File: src/rtl/systolic_seq_ctrl_if.sv
// systolic_seq_ctrl_if: job handshake, array control and row-drain signals of the systolic sequencer.
// master = job issuer / result consumer, slave = controller.
interface systolic_seq_ctrl_if #(
  parameter int N_SIZE = 4,
  parameter int K_MAX  = 16
);
  localparam int CW = $clog2(K_MAX + 2*N_SIZE - 1);
  localparam int SW = $clog2(N_SIZE);
  localparam int KW = $clog2(K_MAX + 1);
  logic          start_valid;
  logic          start_ready;
  logic [KW-1:0] k_len;
  logic          clear_acc;
  logic          array_en;
  logic [CW-1:0] count_out;
  logic          row_valid;
  logic [SW-1:0] row_sel;
  logic          out_ready;
  logic          busy;
  logic          done;
  logic          err_klen;
  modport master (
    output start_valid, k_len, out_ready,
    input  start_ready, clear_acc, array_en, count_out, row_valid, row_sel, busy, done, err_klen
  );
  modport slave (
    input  start_valid, k_len, out_ready,
    output start_ready, clear_acc, array_en, count_out, row_valid, row_sel, busy, done, err_klen
  );
endinterface

File: src/rtl/systolic_seq_ctrl.sv
// systolic_seq_ctrl: IDLE/COMPUTE/DRAIN sequencer for an N x N systolic array.
// SYS_CTRL_BACKPRESSURE_EN: when defined, out_ready stalls row draining; otherwise one row per cycle.
module systolic_seq_ctrl #(
  parameter int N_SIZE = 4,
  parameter int K_MAX  = 16
) (
  input logic clk,
  input logic rst_n,
  systolic_seq_ctrl_if.slave bus
);
  localparam int CW = $clog2(K_MAX + 2*N_SIZE - 1);
  localparam int SW = $clog2(N_SIZE);
  localparam int KW = $clog2(K_MAX + 1);
  typedef enum logic [1:0] {IDLE, COMPUTE, DRAIN} state_t;
  state_t        st;
  logic [KW-1:0] k_q;
  logic [CW-1:0] cnt;
  logic [SW-1:0] sel;
  logic          done_q, err_q;
  logic          hs, k_ok, last_tick, take;
  assign hs        = bus.start_valid & (st == IDLE);
  assign k_ok      = (bus.k_len != '0) && (bus.k_len <= KW'(K_MAX));
  // final tick is K + 2N - 3: operands need 2N-2 extra cycles to skew through the array
  assign last_tick = cnt == CW'(k_q) + CW'(2*N_SIZE - 3);
`ifdef SYS_CTRL_BACKPRESSURE_EN
  assign take = bus.out_ready;
`else
  assign take = 1'b1;
`endif
  always_ff @(posedge clk or negedge rst_n) begin
    if (!rst_n) begin
      st     <= IDLE;
      k_q    <= '0;
      cnt    <= '0;
      sel    <= '0;
      done_q <= 1'b0;
      err_q  <= 1'b0;
    end else begin
      done_q <= 1'b0;
      err_q  <= 1'b0;
      case (st)
        IDLE: if (hs) begin
          if (k_ok) begin
            k_q <= bus.k_len;
            cnt <= '0;
            st  <= COMPUTE;
          end else err_q <= 1'b1;
        end
        COMPUTE: if (last_tick) st <= DRAIN;
                 else cnt <= cnt + CW'(1);
        DRAIN: if (take) begin
          if (sel == SW'(N_SIZE - 1)) begin
            st     <= IDLE;
            cnt    <= '0;
            sel    <= '0;
            done_q <= 1'b1;
          end else sel <= sel + SW'(1);
        end
        default: st <= IDLE;
      endcase
    end
  end
  assign bus.start_ready = st == IDLE;
  assign bus.clear_acc   = hs & k_ok;
  assign bus.array_en    = st == COMPUTE;
  assign bus.count_out   = cnt;
  assign bus.row_valid   = st == DRAIN;
  assign bus.row_sel     = sel;
  assign bus.busy        = st != IDLE;
  assign bus.done        = done_q;
  assign bus.err_klen    = err_q;
endmodule

File: src/flat_wrapper.sv
// flat-port wrapper written by rule: the top's interface ports become plain ports
module systolic_seq_ctrl_flat 
#(
  parameter int N_SIZE = 4,
  parameter int K_MAX  = 16
)
  (clk, rst_n, bus_start_valid, bus_k_len, bus_out_ready, bus_start_ready, bus_clear_acc, bus_array_en, bus_count_out, bus_row_valid, bus_row_sel, bus_busy, bus_done, bus_err_klen);
  systolic_seq_ctrl_if #(.N_SIZE(N_SIZE), .K_MAX(K_MAX)) bus_i ();
  input logic clk;
  input logic rst_n;
  input wire logic [$bits(bus_i.start_valid)-1:0] bus_start_valid;
  input wire logic [$bits(bus_i.k_len)-1:0] bus_k_len;
  input wire logic [$bits(bus_i.out_ready)-1:0] bus_out_ready;
  output wire logic [$bits(bus_i.start_ready)-1:0] bus_start_ready;
  output wire logic [$bits(bus_i.clear_acc)-1:0] bus_clear_acc;
  output wire logic [$bits(bus_i.array_en)-1:0] bus_array_en;
  output wire logic [$bits(bus_i.count_out)-1:0] bus_count_out;
  output wire logic [$bits(bus_i.row_valid)-1:0] bus_row_valid;
  output wire logic [$bits(bus_i.row_sel)-1:0] bus_row_sel;
  output wire logic [$bits(bus_i.busy)-1:0] bus_busy;
  output wire logic [$bits(bus_i.done)-1:0] bus_done;
  output wire logic [$bits(bus_i.err_klen)-1:0] bus_err_klen;
  assign bus_i.start_valid = bus_start_valid;
  assign bus_i.k_len = bus_k_len;
  assign bus_i.out_ready = bus_out_ready;
  assign bus_start_ready = bus_i.start_ready;
  assign bus_clear_acc = bus_i.clear_acc;
  assign bus_array_en = bus_i.array_en;
  assign bus_count_out = bus_i.count_out;
  assign bus_row_valid = bus_i.row_valid;
  assign bus_row_sel = bus_i.row_sel;
  assign bus_busy = bus_i.busy;
  assign bus_done = bus_i.done;
  assign bus_err_klen = bus_i.err_klen;
  systolic_seq_ctrl #(.N_SIZE(N_SIZE), .K_MAX(K_MAX)) u_core (.clk(clk), .rst_n(rst_n), .bus(bus_i));
endmodule
File: config.mk
export PLATFORM = sky130hd
export DESIGN_NAME = systolic_seq_ctrl_flat
export DESIGN_NICKNAME = d
export VERILOG_FILES = /design/src/rtl/systolic_seq_ctrl_if.sv /design/src/rtl/systolic_seq_ctrl.sv /design/src/flat_wrapper.sv
export SDC_FILE = /design/constraint.sdc
export NUM_CORES = 1
export LEC_CHECK = 0
export ABC_CLOCK_PERIOD_IN_PS = 4670
export CAP_MARGIN = 15
export CORE_UTILIZATION = 50
export DETAILED_ROUTE_END_ITERATION = 6
export PLACE_DENSITY_LB_ADDON = 0.05
export SKIP_CTS_REPAIR_TIMING = 1
export SYNTH_ARGS = -nofsm -noshare
export SYNTH_HDL_FRONTEND = slang
export SYNTH_SLANG_ARGS = --single-unit
File: constraint.sdc
create_clock -name clk -period 4.67 [get_ports clk]
set_clock_uncertainty 0.05 [all_clocks]
set_input_delay 0.7005 -clock clk [delete_from_list [all_inputs] [get_ports clk]]
set_output_delay 0.7005 -clock clk [all_outputs]
set_load 0.03 [all_outputs]
Word level (Yosys, flattened, before mapping)

Cells that the tools add are included.

Register bits: 16
Bits of input ports: 9
Output and inout port bits: 14
Logic and storage cells: 45

Add/subtract/negate cells: 3
$lt $le $gt $ge: 1
Equal/unequal tests: 9
Mux-type cells: 16
Bitwise operators: 2
Reductions and logical operators: 8

Operators by type and width:

| cell                  | number |
|---|---|
| $mux W5               | 4 |
| $pmux W5 S3           | 1 |
| $mux W2               | 5 |
| $ne A2 B1 Y1 const B  | 4 |
| $pmux W2 S3           | 1 |
| $add A5 B1 Y5 const B | 1 |
| $add A5 B3 Y5 const B | 1 |
| $eq A5 B5 Y1          | 1 |
| $le A5 B5 Y1 const B  | 1 |
| $mux W1               | 5 |
| $reduce_and A5 Y1     | 1 |
| $reduce_bool A5 Y1    | 1 |
| $eq A2 B2 Y1 const B  | 2 |
| $reduce_and A4 Y1     | 1 |
| $reduce_and A3 Y1     | 1 |
| $reduce_bool A3 Y1    | 1 |
| $add A2 B1 Y2 const B | 1 |
| $and A1 B1 Y1         | 2 |
| $eq A2 B1 Y1 const B  | 1 |
| $logic_not A2 Y1      | 1 |
| $ne A2 B2 Y1 const B  | 1 |
| $reduce_bool A2 Y1    | 1 |
| $logic_and A1 B1 Y1   | 1 |

Longest topological paths before layout

Depth after elaboration: 5
Mapped depth: 6
Gate-level depth less buffers: 6

Least setup slack after synthesis

Ideal clock, no wire load.

Kind: input port to output port
Start point: in bus_k_len[1]
End point: out bus_clear_acc
Arrival: 1.706 ns
Data required time: 3.919 ns
Setup slack: 2.214 ns
Cell stages on the path: 4
Path buffers: 0
Path through: nor4_2 -> xnor2_1 -> nand3_1 -> inv_1

Cells in the longest elaborated chain, start to end: 3
Elaborated cells on any way between the ends: 4

RTL lines:

| item                                                      | RTL line                | source |
|---|---|---|
| start: declaration                                        | flat_wrapper.sv:12      | `input wire logic [$bits(bus_i.k_len)-1:0] bus_k_len;` |
| $le A5 B5 Y1 / $reduce_bool A5 Y1 (equally long branches) | systolic_seq_ctrl.sv:22 | `assign k_ok = (bus.k_len != '0) && (bus.k_len <= KW'(K_MAX));` |
| $logic_and A1 B1 Y1 (*)                                   | systolic_seq_ctrl.sv:22 |  |
| $and A1 B1 Y1 (*)                                         | systolic_seq_ctrl.sv:64 | `assign bus.clear_acc = hs & k_ok;` |
| end: declaration                                          | flat_wrapper.sv:15      | `output wire logic [$bits(bus_i.clear_acc)-1:0] bus_clear_acc;` |

Every way passes the cells marked *; elsewhere a longest branch is shown, timed or not.

Worst setup path after layout

Same ends and word-level chain as after synthesis.

==> results.yml <==
floorplanning:
  dieArea_um2: 1910
  die_h_um: 43.7
  core_region_area_um2: 1560
  rows: 14
  floorplan.initialDensity_pct: 55.9
  ioPinCount: 23
  die_x_um: 43.7
detailed_routing:
  drtIter0Drc: 15
  detail_route.wl_per_cell_um: 14.5
  ant_nets: 0
  vias_per_cell: 5.76
  drt-total-wl_um: 1770
  drc_errors: 1
  vias: 703
  firstDrtPassIters: 6
worst_setup_path:
  worstPathArrival_ns: 2.81
  end_kind: "primary output"
  crit_start: "bus_k_len[1]"
  path_class: "in -> out"
  startpoint_type: "primary input"
  path_cells: "clkdlybuf4s50_1, nor4_2, xnor2_1, nand3_1, inv_1, clkdlybuf4s50_1"
  r2r_setup_slack_ns: 2.64
  r2r_end: "u_core.bus.count_out[1]"
  path_delay_family: "buffers and inverters"
  worst-r2r-cell-count: 6
  required_ns: 3.92
  crit_buf_inv: 3
  crit_path_frequent_cell: "clkdlybuf4s50_1"
  cp_slowest_cell: "clkdlybuf4s50_1"
  reg2reg_from: "u_core.k_q[0]"
  crit_fanout: 8
  slowest_delay_ns: 0.67
worst_hold_path:
  worstHoldPathType: "reg -> reg"
  hold_depth: 1
  min-delay-start: "u_core.bus.row_sel[1]"
  hold_path_end: "u_core.bus.row_sel[1]"
clock_network:
  cts_tree: "built"
  cts_buffers: 3
  cts_buffer_depth: 2
  cts_root_buf: "clkbuf_4"
  clk_pin_slew_ns: 0.10
  insertion_delay_ns: 0.29
  clock-sinks: 16
  htreeDepth: 1
synth:
  ys_ff_latch: 16
  yosysSeqAreaShare_pct: 46.0
  netlist_instances: 82
  synth-async-reset-ratio_pct: 100
  synth_fp_nets: 94
  synth_area_um2: 871
  synth_top_cell_area_share_pct: 46.0
  synth_edf_count: 0
  synthFlopType: "dfrtp_1"
  yosys.area.top_type: "dfrtp_1"
  synth-warning-count: 0
  syn_avg_cell_area_um2: 10.6
  synthTopCellsByArea: "dfrtp_1 (46%), mux2_2 (9.1%), xnor2_1 (5.0%)"
  synth_cell_types: 28
global_routing:
  antenna_found_initial: 0
  grt_overflow: 0
  grt_pass1_wl_um: 2930
  grt_start_max_net_pins: 17
  grt_use_total_pct: 21.4
  grt_pass1_vias: 637
layout:
  final_cells: 122
  area_delta_synth_final_pct: 30.2
  layout_commonest_cell: "clkdlybuf4s50_1"
  layout-drive-gt1-share_pct: 14.2
  nets: 119
  diodes: 0
  mostFrequentLayoutCells: "clkdlybuf4s50_1 (21), dfrtp_1 (16), inv_1 (7), nand3_1 (7), mux2_2 (7)"
timing:
  hold_viol: 0
  max_clock_freq_mhz: 281
  maxSlewHeadroom_pct: 52.7
  setup_viol: 0
  tns_ns: 0
  fin_crit_sh_pct: 76.3
  slew_violations: 0
  tightest_slew_ns: 0.707
  whs_ns: 0.503
  finalCriticalPeriod_ns: 3.56
  rsz0062_at_grt: "no"
outcome:
  violations: "DRC"
  status: "finished, violations left"
pwr:
  p_per_area_nw_per_um2: 745
  p_leak_nw: 0.489
  ir_drop_uv: 399
  total_power_mw: 0.844
run:
  cap_violations: 0
placement:
  place_inst: 118
  portBuffers: 21
  place.gp.congestion: 0.770
  hpwl_um: 1320
-- cell families after synthesis --
logic type | synth area share, %
xor+xnor | 8.05
buf+inv | 3.45
simple gates | 16.8
flops | 46.0
fa+ha+maj | 4.31
mux | 10.2
compound gates | 11.2
-- synthesized netlist by cell type (2+ instances only) --
library cell  instances
dfrtp_1              16
inv_1                 7
mux2_2                7
nand3_1               7
nand2_1               6
xnor2_1               5
nor2_1                4
ha_1                  3
xor2_1                3
a211o_1               2
a21oi_1               2
nand4_1               2
o21ai_0               2
or4_1                 2
-- layer usage --
layer / GRT usage (%) / wire length [um] / up-vias
met5: 0 / 0 / -
met4: 8.13 / 12 / 0
met3: 3.75 / 79 / 2
met2: 34.9 / 863 / 21
met1: 28.5 / 817 / 339
li1: - / - / 341
-- sequential cells by signal, indices dropped and copies added (netlist names) --
name,flops
u_core.bus.row_sel,2
u_core.st,2
u_core.bus.done,1
u_core.bus.count_out,5
u_core.bus.err_klen,1
u_core.k_q,5
-- metrics by stage --
stage	utilization (%)	setup WS [ns]	area (um2)
2_1_floorplan	-	2.21	871
3_3_place_gp	70.4	1.15	1100
3_5_place_dp	70.4	1.09	1100
4_1_cts	72.7	1.09	1130
5_1_grt	72.7	1.01	1130
6_report	72.7	1.11	1130
-- area by class of cell --
cell class	count	area, um2
multi-input cells	58	440
flip-flops and latches	16	400
clock buffers	4	36.3
fillers	122	425
inverters	7	26.3
well taps	16	20.0
repair buffers	21	210
-- worst max-delay path by stage --
stage | to | slack [ns] | cells after the start
2_1_floorplan | bus_clear_acc | 2.21 | 4
3_3_place_gp | bus_clear_acc | 1.15 | 6
3_5_place_dp | bus_clear_acc | 1.09 | 6
4_1_cts | bus_clear_acc | 1.09 | 6
5_1_grt | bus_clear_acc | 1.01 | 6
6_report | bus_clear_acc | 1.11 | 6
-- power by group --
group	total (mW)	internal, mW	switching (mW)
combinational	0.481	0.215	0.267
clock	0.0935	0.0475	0.0460
sequential	0.269	0.196	0.0734
total	0.844	0.458	0.386
No activity file was read; power rests on OpenSTA's default activity.
